--- config.mk ---
export PLATFORM = sky130hd
export DESIGN_NAME = main_host
export DESIGN_NICKNAME = d
export VERILOG_FILES = /design/src/rtl/main_host.sv
export SDC_FILE = /design/constraint.sdc
export NUM_CORES = 1
export LEC_CHECK = 0
export ABC_CLOCK_PERIOD_IN_PS = 4740
export BUFFER_PORTS_ARGS = -buffer_cell sky130_fd_sc_hd__buf_2
export CAP_MARGIN = 20
export CORE_AREA = 2 2 182 184
export DETAILED_ROUTE_END_ITERATION = 7
export DIE_AREA = 0 0 184 186
export HOLD_SLACK_MARGIN = 0.1
export SLEW_MARGIN = 15
export SYNTH_ARGS = -nofsm -noshare
export SYNTH_HDL_FRONTEND = slang
export SYNTH_SLANG_ARGS = --single-unit
--- constraint.sdc ---
create_clock -name clk -period 4.74 [get_ports clk]
set_input_delay 0.474 -clock clk [delete_from_list [all_inputs] [get_ports clk]]
set_output_delay 0.474 -clock clk [all_outputs]
set_load 0.02 [all_outputs]
--- src/rtl/main_host.sv ---
// Host sequencer for an accelerator kernel: loads the kernel array, pulses start, waits for done/timeout, returns result.
// Optional array read-back after a successful run is enabled by defining MAIN_HOST_READBACK_EN.
module main_host #(
  parameter int DEPTH   = 1,
  parameter int ADDR_W  = 1,
  parameter int TIMEOUT = 1024
) (
  input  logic              clk,
  input  logic              rst_n,
  input  logic              start_valid,
  output logic              start_ready,
  input  logic [63:0]       start_init,
  input  logic              ld_valid,
  output logic              ld_ready,
  input  logic [63:0]       ld_data,
  output logic              res_valid,
  input  logic              res_ready,
  output logic [63:0]       res_data,
  output logic              res_timeout,
`ifdef MAIN_HOST_READBACK_EN
  output logic              rb_valid,
  input  logic              rb_ready,
  output logic [63:0]       rb_data,
`endif
  output logic              r_enable,
  output logic [63:0]       init_i,
  input  logic              w_enable,
  input  logic [63:0]       result,
  output logic              controlArr,
  output logic              controlArrWEnable_a,
  output logic [ADDR_W-1:0] controlArrAddr_a,
  output logic [63:0]       controlArrWData_a,
  input  logic [63:0]       controlArrRData_a
);

  localparam int TW = $clog2(TIMEOUT + 1);
  localparam logic [ADDR_W-1:0] LAST  = ADDR_W'(DEPTH - 1);
  localparam logic [TW-1:0]     TLAST = TW'(TIMEOUT - 1);

`ifdef MAIN_HOST_READBACK_EN
  typedef enum logic [2:0] {IDLE, LOAD, START, RUN, READBACK, RESULT} state_e;
`else
  typedef enum logic [2:0] {IDLE, LOAD, START, RUN, RESULT} state_e;
`endif

  state_e            state;
  logic [ADDR_W-1:0] cnt;
  logic [TW-1:0]     tcnt;
  logic [63:0]       init_q;
  logic [63:0]       res_q;
  logic              rb_rd;

`ifdef MAIN_HOST_READBACK_EN
  logic              rb_wait;
  logic [63:0]       rb_q;
  assign rb_data = rb_q;
`else
  // Array read data is only consumed by the read-back path.
  logic unused_rdata;
  assign unused_rdata = ^controlArrRData_a;
  assign rb_rd = 1'b0;
`endif

  always_ff @(posedge clk or negedge rst_n) begin
    if (!rst_n) begin
      state       <= IDLE;
      cnt         <= '0;
      tcnt        <= '0;
      init_q      <= '0;
      res_q       <= '0;
      start_ready <= 1'b1;
      ld_ready    <= 1'b0;
      r_enable    <= 1'b0;
      res_valid   <= 1'b0;
      res_timeout <= 1'b0;
`ifdef MAIN_HOST_READBACK_EN
      rb_rd       <= 1'b0;
      rb_wait     <= 1'b0;
      rb_valid    <= 1'b0;
      rb_q        <= '0;
`endif
    end else begin
      r_enable <= 1'b0;
      case (state)
        IDLE: if (start_valid) begin
          init_q      <= start_init;
          cnt         <= '0;
          start_ready <= 1'b0;
          ld_ready    <= 1'b1;
          state       <= LOAD;
        end
        LOAD: if (ld_valid) begin
          cnt <= cnt + 1'b1;
          if (cnt == LAST) begin
            ld_ready <= 1'b0;
            r_enable <= 1'b1;
            state    <= START;
          end
        end
        START: begin
          tcnt  <= '0;
          state <= RUN;
        end
        // A done flag arriving on the last allowed cycle still wins over the timeout.
        RUN: if (w_enable) begin
          res_q       <= result;
          res_timeout <= 1'b0;
`ifdef MAIN_HOST_READBACK_EN
          cnt         <= '0;
          rb_rd       <= 1'b1;
          state       <= READBACK;
`else
          res_valid   <= 1'b1;
          state       <= RESULT;
`endif
        end else if (tcnt == TLAST) begin
          res_q       <= '0;
          res_timeout <= 1'b1;
          res_valid   <= 1'b1;
          state       <= RESULT;
        end else begin
          tcnt <= tcnt + 1'b1;
        end
`ifdef MAIN_HOST_READBACK_EN
        READBACK: if (rb_rd) begin
          rb_rd   <= 1'b0;
          rb_wait <= 1'b1;
        end else if (rb_wait) begin
          rb_wait  <= 1'b0;
          rb_q     <= controlArrRData_a;
          rb_valid <= 1'b1;
        end else if (rb_valid && rb_ready) begin
          rb_valid <= 1'b0;
          if (cnt == LAST) begin
            res_valid <= 1'b1;
            state     <= RESULT;
          end else begin
            cnt   <= cnt + 1'b1;
            rb_rd <= 1'b1;
          end
        end
`endif
        RESULT: if (res_ready) begin
          res_valid   <= 1'b0;
          res_timeout <= 1'b0;
          start_ready <= 1'b1;
          state       <= IDLE;
        end
        default: state <= IDLE;
      endcase
    end
  end

  // ld_ready is high exactly while in LOAD, so it doubles as the load-phase qualifier.
  assign controlArr          = ld_ready | rb_rd;
  assign controlArrWEnable_a = ld_ready & ld_valid;
  assign controlArrAddr_a    = controlArr ? cnt : '0;
  assign controlArrWData_a   = ld_ready ? ld_data : '0;
  assign init_i              = r_enable ? init_q : '0;
  assign res_data            = res_q;

endmodule

==> flow_metrics.py, run 1 <==
metrics = {
    "status": {
        "status": "complete, no violations",
    },
    "synth": {
        "synthMuxAreaShare_pct": 11.2,
        "syn_area_sq_um": 6650,
        "synth_compound_area_share_pct": 12.0,
        "synthTopCellsByArea": "dfrtp_1 55%, and2_1 12%, mux2_2 11%, a22o_1 8.6%, buf_2 1.1%",
        "yosysTopAreaCellShare_pct": 55.3,
        "synth_ff_type": "dfrtp_1",
        "yosysSeqAreaShare_pct": 55.7,
        "synth_edf_count": 0,
        "ys.warnings.count": 0,
        "synth-adder-area-share_pct": 0.188,
        "yosys.cell_count.top_type": "dfrtp_1",
        "syn-instance-count": 544,
        "synth_common_cells": "147 x dfrtp_1, 130 x and2_1, 65 x a22o_1, 65 x mux2_2, 17 x clkbuf_1",
        "synth_top_family_by_area": "simple AND/OR/NAND/NOR gates",
        "syn-num-nets": 807,
        "ys_ff_latch": 148,
        "synth-async-reset-ratio_pct": 100,
        "synth.avg_cell_area_sq_um": 12.2,
        "synth_cell_types": 48,
        "synthXorXnorAreaFrac_pct": 0,
        "yosysTopAreaCell": "dfrtp_1",
        "synthSimpleGateAreaFrac_pct": 17.1,
    },
    "worst_setup_path": {
        "end_kind": "flip-flop",
        "path_max_fanout": 35,
        "crit_family": "simple AND/OR/NAND/NOR gates",
        "worstPathArrival_ps": 3190,
        "slowest_delay_ps": 820,
        "critPathLaunchType": "flip-flop",
        "worstPathRequired_ps": 5090,
        "crit_chain": "nor2b_1 -> and3_2 -> buf_4 -> a22o_1",
        "path_buf_inv": 1,
        "crit_type": "reg -> reg",
        "cp_slowest_cell": "and3_2",
    },
    "routing": {
        "met1_length_mm": 8.06,
        "drt_iter0_drc": 207,
        "firstDrtPassIters": 4,
        "ant_nets": 0,
        "met3WireLength_mm": 1.72,
        "highest_layer": "met5",
        "wl_mm": 19.4,
        "drc": 0,
        "met2_length_mm": 9.42,
        "routed_via_density": 4.17,
        "vias": 5597,
        "wl_per_cell_microns": 14.5,
    },
    "run": {
        "drv_cap": 0,
    },
    "cts": {
        "cts_tree": "yes",
        "path_clk_slew_ps": 70,
        "cts_sinks": 148,
        "post_cts_buffers": 0,
        "cts_buffers": 17,
        "cts_resized": 0,
        "htreeDepth": 4,
        "cts_buffer_depth": 2,
        "postCtsHoldBufs": 1,
        "cts_root_buf": "clkbuf_16",
        "insertion_delay_ps": 410,
    },
    "final_layout": {
        "insertedDiodeCount": 0,
        "drive_gt1_share_pct": 54.1,
        "area_growth_pct": 43.7,
        "n_fill_cell": 3344,
        "fin_nets": 1185,
    },
    "floorplan": {
        "core.rowCount": 66,
        "die_area_sq_um": 34200,
        "core_area_sq_um": 32200,
        "fp.dieH_microns": 186,
        "start_util_pct": 20.6,
        "num_io_pins": 462,
        "dieWidth_microns": 184,
    },
    "timing": {
        "fin_worst_skew_ps": 12.2,
        "slew_headroom_pct": 35.7,
        "setup_tns_ps": 0,
        "timing.hold.ws_ps": 264,
        "tightest_slew_ps": 965,
        "timing.fmax_mhz": 352,
        "hold_violations": 0,
        "setup_viol": 0,
        "slew_violations": 0,
        "period_needed_ps": 2840,
        "rsz0062_at_grt": "no",
        "post-route-period-util_pct": 59.9,
    },
    "worst_hold_path": {
        "hold_path_class": "in -> reg",
    },
    "global_route": {
        "grt_max_degree": 87,
        "grt_use_total_pct": 10.8,
        "grt_overflow": 0,
        "grt_pass1_wl_mm": 28.5,
        "grt_pass1_vias": 5367,
        "antenna_found_initial": 1,
    },
    "place": {
        "routabilityCongestion": 0.743,
        "dp_hpwl_mm": 13.9,
        "io_buffer_count": 397,
    },
    "power": {
        "power_density_nw_per_um2": 646,
        "vdd_drop_max_v": 0.000251,
        "p_leak_nw": 5.01,
        "power_mw": 6.17,
    },
}
-- stage by stage --
step | util (%) | setup slack, ps | instance area [sq um] | instances
after floorplan | - | 3080 | 6650 | 544
after global placement | 27.8 | 1920 | 8970 | 1310
after detailed placement | 27.8 | 1900 | 8970 | 1310
after CTS | 29.7 | 1890 | 9550 | 1343
after global routing | 29.7 | 1670 | 9550 | 1343
final | 29.7 | 1900 | 9550 | 1343
-- layer usage --
layer / GRT usage, % / up-vias
met5: 0 / -
met4: 3.42 / 2
met3: 3.60 / 15
met2: 18.9 / 279
met1: 12.4 / 2631
li1: - / 2670
-- cells by family after synthesis --
group / after synthesis
buf+inv: 47
fa+ha+maj: 1
mux: 66
compound gates: 96
flops: 148
simple gates: 186
-- state kept, by name, summed over array words and instances, names as in the netlist --
| register | flops |
|---|---|
| cnt | 1 |
| r_enable | 1 |
| tcnt | 11 |
| start_ready | 1 |
| res_data | 64 |
| res_timeout | 1 |
| controlArr | 1 |
| res_valid | 1 |
| init_q | 64 |
| state | 3 |
-- where the power goes --
group | switching (mW) | total (mW) | internal (mW) | leakage [nW]
registers | 0.351 | 2.20 | 1.85 | 1.81
logic | 1.50 | 2.64 | 1.14 | 2.92
clock network | 0.616 | 1.33 | 0.714 | 0.279
-- cells in the final DEF (no fill, tap or decap), types with 4 or more instances in the layout --
cell         n
nand3_1      6
and2_1     130
inv_6        5
clkbuf_16   17
buf_4        4
nor2_1      10
a22o_1      65
buf_2      396
dfrtp_1    147
o21ai_0      8
mux2_2      65
a21oi_1      5
inv_8        4
nand2_1     15
-- worst register-to-register path, delay by kind of cell (launching register included) --
family | cells | cell delay, ps
AO/OA/AOI/OAI | 1 | 210
buffers and inverters | 1 | 460
flip-flops | 1 | 570
AND/OR/NAND/NOR | 2 | 1540
-- worst paths after layout --
check	start	endpoint	slack (ps)	cells after the start
min	res_ready	state[2]	260	2
min in group asynchronous	rst_n	init_q[43]	590	2
max in group asynchronous	rst_n	init_q[55]	3200	3
min reg2reg	res_valid	res_valid	480	2
max	state[1]	res_data[27]	1900	4
max reg2reg	state[1]	res_data[27]	1900	4
-- layout make-up --
| class | instances | area [sq um] | area share [%] |
|---|---|---|---|
| tap | 408 | 510 | 5.34 |
| multi-input combinational | 349 | 2700 | 28.2 |
| timing repair buffer | 403 | 2050 | 21.5 |
| clock buffer | 18 | 439 | 4.60 |
| inverter | 3 | 11.3 | 0.118 |
| sequential | 148 | 3700 | 38.8 |
| clock inverter | 14 | 138 | 1.44 |
Power figures use the tool's default switching activity.
==> run 2, diff against run 1 <==
- ABC_CLOCK_PERIOD_IN_PS: 4740 -> 2850
- CORE_AREA: 2 2 182 184 -> 2 2 178 180
- DIE_AREA: 0 0 184 186 -> 0 0 180 182
- clock period: 4.74 -> 2.85 ns (I/O delays scaled with it)
==> run 2 against run 1 <==
Power rose by 70%. Clock power up 65%. Combinational power grew 73%. Sequential power rose by 70%. Clock skew up 7.2 ps. Critical path depth down 2. Critical path type is now reg -> out. Hold slack got worse by 140 ps. Flip-flop and latch count did not move. Register-to-register slack got worse by 1100 ps.
==> flow_metrics.py, run 2 (synthesis results as in run 1) <==
metrics = {
    "status": {
        "status": "complete, no violations",
    },
    "cts": {
        "cts_tree": "yes",
        "postCtsHoldBufs": 120,
        "cts_root_buf": "clkbuf_16",
        "path_clk_slew_ps": 70,
        "htreeDepth": 4,
        "cts_buffer_depth": 2,
        "insertion_delay_ps": 430,
        "post_cts_buffers": 0,
        "cts_buffers": 17,
        "cts_sinks": 148,
        "cts_resized": 0,
    },
    "timing": {
        "tightest_slew_ps": 921,
        "slew_headroom_pct": 38.6,
        "setup_slack_ps": 727,
        "slew_violations": 0,
        "fin_worst_skew_ps": 19.4,
        "period_needed_ps": 2120,
        "setup_tns_ps": 0,
        "setup_viol": 0,
        "timing.fmax_mhz": 471,
        "post-route-period-util_pct": 74.5,
        "hold_violations": 0,
        "rsz0062_at_grt": "no",
    },
    "run": {
        "drv_cap": 0,
    },
    "worst_setup_path": {
        "cp_slowest_cell": "dfrtp_2",
        "crit_chain": "and2_1 -> buf_2",
        "end_kind": "primary output",
        "r2r-start": "state[1]",
        "crit_type": "reg -> out",
        "cp.depth": 2,
        "path_buf_inv": 1,
        "r2r_end": "res_data[28]",
        "crit_family": "flip-flops",
        "worstPathRequired_ps": 2570,
        "r2r_slack_ps": 850,
        "path_max_fanout": 65,
        "worstPathArrival_ps": 1840,
        "slowest_delay_ps": 940,
        "rr_worst_depth": 4,
        "critPathLaunchType": "flip-flop",
    },
    "final_layout": {
        "fin_nets": 1309,
        "final_util_pct": 34.9,
        "final_common_cell": "buf_2",
        "mostFrequentLayoutCells": "396 x buf_2, 146 x dfrtp_1, 130 x and2_1, 121 x dlygate4sd3_1",
        "final_cells": 1462,
        "area_growth_pct": 62.5,
        "n_fill_cell": 3113,
        "final_design_area_no_fill_sq_um": 10800,
        "drive_gt1_share_pct": 48.2,
    },
    "floorplan": {
        "fp.dieH_microns": 182,
        "core.rowCount": 65,
        "core_area_sq_um": 31000,
        "dieWidth_microns": 180,
        "num_io_pins": 462,
        "die_area_sq_um": 32800,
        "start_util_pct": 21.5,
    },
    "routing": {
        "vias": 6210,
        "ant_nets": 0,
        "drc": 0,
        "routed_via_density": 4.25,
        "firstDrtPassIters": 4,
        "drt_iter0_drc": 234,
        "wl_mm": 22.0,
        "wl_per_cell_microns": 15.1,
    },
    "global_route": {
        "grt_max_degree": 68,
        "grt_use_met1_pct": 14.9,
        "grt_pass1_wl_mm": 34.6,
        "grt_use_total_pct": 13.5,
        "use_met3_pct": 3.83,
        "antenna_found_initial": 0,
        "grt-busiest-layer": "met2",
        "grt_pass1_vias": 6437,
        "grt_overflow": 0,
        "gr-usage-met2_pct": 24.4,
    },
    "place": {
        "io_buffer_count": 397,
        "dp_hpwl_mm": 15.3,
        "pre_cts_ws_ps": 858,
        "dp.cells": 1308,
        "post_dp_cell_area_sq_um": 9030,
        "routabilityCongestion": 0.733,
    },
    "power": {
        "vdd_drop_max_v": 0.000465,
        "p_leak_nw": 5.52,
        "power_density_nw_per_um2": 973,
    },
    "worst_hold_path": {
        "hold_depth": 2,
        "min_from": "start_init[61]",
        "hold_path_class": "in -> reg",
        "min_to": "init_q[61]",
    },
}
## run 2: cell types whose count changed in the layout (fill, tap and decap cells not counted), sizes merged
cell | before | now
dlygate4sd3 | 1 | 121
buf | 402 | 406
inv | 12 | 9
clkinvlp | 2 | 4
clkbuf | 18 | 19
diode | 0 | 1
## run 2: worst max path at each step
stage                     startpoint  slack [ps]          end
final                       r_enable         730   init_i[53]
after global routing        r_enable         530   init_i[57]
after CTS                   r_enable         620   init_i[57]
after detailed placement    state[1]         860  res_data[1]
after global placement      state[1]         870  res_data[1]
after floorplan             state[1]        1200    init_q[0]
## run 2: per-layer routing
layer,vias to the layer above,share of wire [%]
li1,2927,-
met1,2980,39
met2,284,51
met3,19,7.6
met4,0,2.5
met5,-,0
## run 2: stage by stage
step	total power [mW]	hold slack [ps]
2_1_floorplan	6.68	-10.6
3_3_place_gp	8.17	328
3_5_place_dp	8.25	331
4_1_cts	10.6	103
5_1_grt	11.2	107
6_report	10.5	123
## run 2: cell type report
class	instances	area [sq um]	share of cell area, %
clock inverter	13	120	1.11
multi-input combinational	349	2700	25.0
tap	402	503	4.66
inverter	3	11.3	0.104
sequential	148	3710	34.3
antenna	1	2.50	0.0232
clock buffer	19	443	4.10
timing repair buffer	527	3320	30.7
## run 2: power breakdown
part	total, mW	internal (mW)	leakage [nW]	switching, mW
logic	4.57	2.04	3.46	2.54
clock network	2.20	1.17	0.265	1.03
registers	3.74	3.08	1.80	0.667
total	10.5	6.29	5.52	4.23
## run 2: worst reg2reg max path, cell delays in order, from the launching register on
cell     delay [ps]
dfrtp_1         550
nor2b_1         550
and3_2          300
buf_12          260
a22o_1          270
